<file path="src/rtl/countdown_timer_if.sv">
// Bus bundle for countdown_timer: user controls in, count and status flags out.
// The master modport is the controlling side, the slave modport is the timer.
interface countdown_timer_if;
    logic       go;
    logic       clear;
    logic       load;
    logic [7:0] load_val;
    logic [7:0] val;
    logic       running;
    logic       tick;
    logic       expired;

    modport master (
        output go,
        output clear,
        output load,
        output load_val,
        input  val,
        input  running,
        input  tick,
        input  expired
    );

    modport slave (
        input  go,
        input  clear,
        input  load,
        input  load_val,
        output val,
        output running,
        output tick,
        output expired
    );
endinterface

</file>
<file path="src/rtl/countdown_timer.sv">
// Seconds countdown timer for a two-digit seven-segment display.
// A free-running prescaler divides the board clock down to count steps; the
// count runs down from a loaded or default value and flags expiry at zero.
// Controls (go/clear/load) are level inputs acted on at their rising edge.
module countdown_timer #(
    parameter int TICK_DIV  = 50_000_000,
    parameter int START_VAL = 60,
    parameter int MAX_VAL   = 99
) (
    input  logic             i_clk,
    input  logic             i_rst,
    countdown_timer_if.slave bus
);

    localparam int             PW        = $clog2(TICK_DIV);
    localparam logic [PW-1:0]  PRESC_TOP = PW'(TICK_DIV - 1);
    localparam logic [7:0]     START_V   = 8'(START_VAL);
    localparam logic [7:0]     MAX_V     = 8'(MAX_VAL);

    typedef enum logic [1:0] {
        ST_IDLE   = 2'd0,
        ST_RUN    = 2'd1,
        ST_PAUSED = 2'd2,
        ST_DONE   = 2'd3
    } state_t;

    // Clamp a user load value to the two-digit ceiling (no wrap-around).
    function automatic logic [7:0] sat_load(input logic [7:0] v);
        if (v > MAX_V) begin
            sat_load = MAX_V;
        end else begin
            sat_load = v;
        end
    endfunction

    state_t         r_state;
    logic [PW-1:0]  r_presc;
    logic [7:0]     r_val;
    logic           r_running;
    logic           r_tick;
    logic           r_expired;
    logic           r_go_prev;
    logic           r_clear_prev;
    logic           r_load_prev;

    logic           w_e_go;
    logic           w_e_clear;
    logic           w_e_load;
    logic [7:0]     w_load_sat;

    // History regs reset to 1 so a control held high through reset release
    // is not mistaken for a fresh press.
    assign w_e_go     = bus.go    & ~r_go_prev;
    assign w_e_clear  = bus.clear & ~r_clear_prev;
    assign w_e_load   = bus.load  & ~r_load_prev;
    assign w_load_sat = sat_load(bus.load_val);

    // Timer FSM: edge history, prescaler, count and registered status flags.
    always_ff @(posedge i_clk or posedge i_rst) begin
        if (i_rst) begin
            r_go_prev    <= 1'b1;
            r_clear_prev <= 1'b1;
            r_load_prev  <= 1'b1;
            r_state      <= ST_IDLE;
            r_presc      <= '0;
            r_val        <= START_V;
            r_running    <= 1'b0;
            r_tick       <= 1'b0;
            r_expired    <= 1'b0;
        end else begin
            r_go_prev    <= bus.go;
            r_clear_prev <= bus.clear;
            r_load_prev  <= bus.load;
            r_tick       <= 1'b0;

            // clear beats load beats go beats the count step
            if (w_e_clear) begin
                r_val     <= START_V;
                r_state   <= ST_IDLE;
                r_presc   <= '0;
                r_running <= 1'b0;
                r_expired <= 1'b0;
            end else if (w_e_load) begin
                r_val     <= w_load_sat;
                r_state   <= ST_IDLE;
                r_presc   <= '0;
                r_running <= 1'b0;
                r_expired <= 1'b0;
            end else begin
                case (r_state)
                    ST_IDLE: begin
                        r_presc   <= '0;
                        r_expired <= 1'b0;
                        // starting from zero would expire with no count; refuse it
                        if (w_e_go && (r_val != 8'd0)) begin
                            r_state   <= ST_RUN;
                            r_running <= 1'b1;
                        end else begin
                            r_state   <= ST_IDLE;
                            r_running <= 1'b0;
                        end
                    end
                    ST_RUN: begin
                        if (w_e_go) begin
                            // pause wins over a coinciding wrap; the prescaler
                            // keeps its value so the partial second resumes
                            r_state   <= ST_PAUSED;
                            r_running <= 1'b0;
                        end else if (r_presc == PRESC_TOP) begin
                            r_presc <= '0;
                            r_tick  <= 1'b1;
                            if (r_val <= 8'd1) begin
                                r_val     <= 8'd0;
                                r_state   <= ST_DONE;
                                r_running <= 1'b0;
                                r_expired <= 1'b1;
                            end else begin
                                r_val <= r_val - 8'd1;
                            end
                        end else begin
                            r_presc <= r_presc + PW'(1);
                        end
                    end
                    ST_PAUSED: begin
                        if (w_e_go) begin
                            r_state   <= ST_RUN;
                            r_running <= 1'b1;
                        end else begin
                            r_state   <= ST_PAUSED;
                            r_running <= 1'b0;
                        end
                    end
                    ST_DONE: begin
                        r_presc   <= '0;
                        r_val     <= 8'd0;
                        r_running <= 1'b0;
                        r_expired <= 1'b1;
                    end
                    default: begin
                        r_state   <= ST_IDLE;
                        r_presc   <= '0;
                        r_val     <= START_V;
                        r_running <= 1'b0;
                        r_expired <= 1'b0;
                    end
                endcase
            end
        end
    end

    assign bus.val     = r_val;
    assign bus.running = r_running;
    assign bus.tick    = r_tick;
    assign bus.expired = r_expired;

    countdown_timer_chk #(
        .MAX_VAL (MAX_VAL)
    ) u_chk (
        .i_clk     (i_clk),
        .i_rst     (i_rst),
        .i_val     (r_val),
        .i_running (r_running),
        .i_expired (r_expired)
    );

endmodule

// Invariant checks on the timer outputs, kept apart from the datapath.
module countdown_timer_chk #(
    parameter int MAX_VAL = 99
) (
    input logic       i_clk,
    input logic       i_rst,
    input logic [7:0] i_val,
    input logic       i_running,
    input logic       i_expired
);
    localparam logic [7:0] MAX_V = 8'(MAX_VAL);

    a_val_range: assert property (@(posedge i_clk) disable iff (i_rst)
        i_val <= MAX_V);
    a_run_xor_done: assert property (@(posedge i_clk) disable iff (i_rst)
        !(i_running && i_expired));
    a_done_zero: assert property (@(posedge i_clk) disable iff (i_rst)
        i_expired |-> (i_val == 8'd0));
endmodule

</file>
<file path="src/flat_wrapper.sv">
// flat-port wrapper written by rule: the top's interface ports become plain ports
module countdown_timer_flat 
#(
    parameter int TICK_DIV  = 50_000_000,
    parameter int START_VAL = 60,
    parameter int MAX_VAL   = 99
)
  (i_clk, i_rst, bus_go, bus_clear, bus_load, bus_load_val, bus_val, bus_running, bus_tick, bus_expired);
  countdown_timer_if bus_i ();
  input  logic i_clk;
  input  logic i_rst;
  input wire logic [$bits(bus_i.go)-1:0] bus_go;
  input wire logic [$bits(bus_i.clear)-1:0] bus_clear;
  input wire logic [$bits(bus_i.load)-1:0] bus_load;
  input wire logic [$bits(bus_i.load_val)-1:0] bus_load_val;
  output wire logic [$bits(bus_i.val)-1:0] bus_val;
  output wire logic [$bits(bus_i.running)-1:0] bus_running;
  output wire logic [$bits(bus_i.tick)-1:0] bus_tick;
  output wire logic [$bits(bus_i.expired)-1:0] bus_expired;
  assign bus_i.go = bus_go;
  assign bus_i.clear = bus_clear;
  assign bus_i.load = bus_load;
  assign bus_i.load_val = bus_load_val;
  assign bus_val = bus_i.val;
  assign bus_running = bus_i.running;
  assign bus_tick = bus_i.tick;
  assign bus_expired = bus_i.expired;
  countdown_timer #(.TICK_DIV(TICK_DIV), .START_VAL(START_VAL), .MAX_VAL(MAX_VAL)) u_core (.i_clk(i_clk), .i_rst(i_rst), .bus(bus_i));
endmodule
</file>
<file path="config.mk">
export PLATFORM = sky130hd
export DESIGN_NAME = countdown_timer_flat
export DESIGN_NICKNAME = d
export VERILOG_FILES = /design/src/rtl/countdown_timer_if.sv /design/src/rtl/countdown_timer.sv /design/src/flat_wrapper.sv
export SDC_FILE = /design/constraint.sdc
export NUM_CORES = 1
export LEC_CHECK = 0
export BUFFER_PORTS_ARGS = -buffer_cell sky130_fd_sc_hd__clkbuf_2
export CORE_ASPECT_RATIO = 0.75
export CORE_MARGIN = 2
export CORE_UTILIZATION = 35
export CTS_BUF_LIST = sky130_fd_sc_hd__clkbuf_16
export DETAILED_ROUTE_END_ITERATION = 10
export PLACE_DENSITY_LB_ADDON = 0.15
export SLEW_MARGIN = 20
export SYNTH_ARGS = -nofsm -noshare
export SYNTH_HDL_FRONTEND = slang
export SYNTH_HIERARCHICAL = 1
export SYNTH_SLANG_ARGS = --single-unit
export TNS_END_PERCENT = 30
</file>
<file path="constraint.sdc">
create_clock -name i_clk -period 3.7 [get_ports i_clk]
set_input_delay 0.37 -clock i_clk [delete_from_list [all_inputs] [get_ports i_clk]]
set_output_delay 0.37 -clock i_clk [all_outputs]
set_load 0.01 [all_outputs]
</file>
==> reports/metrics.cfg <==
[final_layout]
final-seq-area_sq_um=1060
fin_nets=329
finalNonFillerCells=411
drive_above_1_share_pct=15.5
final_common_cell=dfrtp_1
multi_input_area_sq_um=1480
final_cell_mix=dfrtp_1, clkbuf_2, nand2_1, inv_1, a31oi_1
fin_util_pct=41.2
design_area_sq_um=3040
area_growth_pct=13.4
antennaDiodeCount=0
num-fill-cells=784

[sta]
layout_worst_path_cycle_share_pct=64.4
final.setup.tns_ps=0
hold_viol_final=0
maxSlewViolCount=0
tightest_slew_ps=812
skew_ps=5.64
rsz0062_at_grt=false
finalSetupViolations=0
slew_headroom_pct=45.8
fin_crit_ps=2380
max_freq_mhz=420

[synth]
ys.flop_type=dfrtp_1
syn_nets=310
netlist_area_sq_um=2680
synth_cell_types=48
synth_edf_count=0
ys_warn_count=6
ys_async_sr_fraction_pct=100
syn_inst=290
avgSynthCellArea_sq_um=9.24
synth_seq_cells=42
ys_seq_area_share_pct=39.6

[power_and_ir_drop]
p_leak_nw=1.21
p_int_w=0.000963
peakVddDrop_v=0.000207
seqPwrFrac_pct=41.4
switchingPower_w=0.000413
comb_power_share_pct=23.2
p_clk_share_pct=35.4
swShare_pct=30.0
pwr_density_cell_nw_per_um2=453

[placed_design]
hpwl_mm=4.95
placed_area_sq_um=2870
io_buffer_count=23
gp_congestion=0.803
placed_cells=403

[worst_hold_path]
hp-class=input port to async pin

[global_route]
first_global_vias=2177
grt-ovfl-total=0
antenna_found_initial=0
grt_max_degree=43
grt_pass1_wl_mm=11.5
groute.usage.overall_pct=17.4

[clock_network]
postCtsHoldBufs=0
cts.clk_slew.worst_paths_ps=60
cts_buffers=5
cts-root-buf=clkbuf_16
cts_tree=built
ctsResizeCount=0
insertion_delay_ps=280
clock_sinks=42
htree_levels=2
post-cts-setup-buffers=0
clock_path_buffers=2

[detailed_routing]
antenna_left=0
first_pass_iters=4
num_vias=2346
detail_route.wl_per_cell_um=16.7
drcViolationCount=0
drt_iter0_drc=212
viasPerCell=5.71
finalWirelength_mm=6.87

[outcome]
status=finished clean

[critical_path]
worst_ep_required_time_ps=3870
critPathArrivalTime_ps=2550
cp-start-kind=flip-flop
reg2reg_slack_ps=1320
endpoint_kind=flip-flop
crit_fanout=17
crit_type=flip-flop to flip-flop

[die]
fp.coreArea_sq_um=7360
rows=27
fp.dieH_um=79.8
fp.dieArea_sq_um=8380
start_util_pct=36.4
die_w_um=105
ios=24

[run]
cap_violations=0

==> cell families after synthesis <==
logic type | Yosys count | synth area share [%]
AOI/OAI and AO/OA | 63 | 16.9
buffers and inverters | 33 | 5.84
adders and majority gates | 7 | 3.27
muxes | 12 | 4.86
xor gates and xnor gates | 6 | 1.96
and+or+nand+nor | 127 | 27.7
DFF | 42 | 39.6
==> cell usage after synthesis, drive strengths merged, types with 3 or more instances <==
cell type  number  area [sq um]
nand3          17          90.1
nor4b           4          35.0
a221oi          5          43.8
and2            4          25.0
nor2           18          75.1
a21oi           5          36.3
a31oi          18           113
nand3b          4          30.0
dfrtp          35           876
or3             4          25.0
clkbuf          3          11.3
o22ai           9          56.3
nand2b          7          43.8
a32o            3          30.0
o21ai           8          40.0
o2bb2ai         5          43.8
buf            12          77.6
mux2i          10           100
xnor2           5          43.8
nand4          13          96.3
nor4            7          43.8
nor3            8          51.3
nor2b           3          18.8
inv            18          67.6
ha              7          87.6
dfstp           7           184
nand2          22          82.6
and4            8          70.1
and3            5          31.3
==> path summary, 6_finish.rpt <==
kind / from / endpoint / cells after the start
worst max-delay path: u_core/r_presc[0] / u_core/r_presc[17] / 6
worst min-delay path: i_rst / u_core/r_presc[2] / 3
worst max register to register: u_core/r_presc[0] / u_core/r_presc[17] / 6
worst min register to register: u_core/r_presc[15] / u_core/r_presc[15] / 1
max in group asynchronous: i_rst / u_core/bus.val[2] / 3
min in group i_clk: bus_clear / u_core/r_clear_prev / 1
==> critical path, cell delays in order (launching register included) <==
cell and delay (ps):
dfrtp_1 410, ha_1 250, and3_1 280, nand4_4 160, or2_1 540, nand2_1 250
o311ai_0 370
==> power groups by stage <==
stage	combinational, W	clock, W	sequential (W)
detailed placement	0.000316	0	0.000577
finish	0.000319	0.000487	0.000569
global route	0.000352	0.000526	0.000579
CTS	0.000318	0.000501	0.000570
floorplan	0.000198	0	0.000580
global placement	0.000321	0	0.000577
==> state kept, by name, indices dropped and copies added, names as in the netlist <==
name	count
u_core/bus.running	1
u_core/bus.tick	1
u_core/r_state	2
u_core/r_presc	26
u_core/r_go_prev	1
u_core/r_clear_prev	1
u_core/bus.val	8
u_core/bus.expired	1
u_core/r_load_prev	1
==> cell type report <==
| class | instances | share of cell area (%) |
|---|---|---|
| Clock inverter | 3 | 1.24 |
| Clock buffer | 5 | 4.12 |
| Multi-Input combinational cell | 215 | 48.6 |
| Tap cell | 101 | 4.16 |
| Inverter | 18 | 2.22 |
| Timing Repair Buffer | 27 | 4.78 |
| Sequential cell | 42 | 34.9 |
==> through the flow <==
step           setup slack [ps]  hold slack (ps)  total power, W
3_5_place_dp               1340              472        0.000893
2_1_floorplan              1760              374        0.000778
4_1_cts                    1320              189         0.00139
6_report                   1320              192         0.00138
5_1_grt                    1190              187         0.00146
3_3_place_gp               1380              473        0.000898
==> per-layer routing <==
metal  vias up  global-route usage, %  part of all wire [%]
met1      1139                   27.8                    53
li1       1143                      -                     -
met4         0                   4.40                  0.66
met5         -                      0                     0
met2        59                   23.2                    40
met3         5                   3.18                   5.7
No activity file was read; power rests on OpenSTA's default activity.
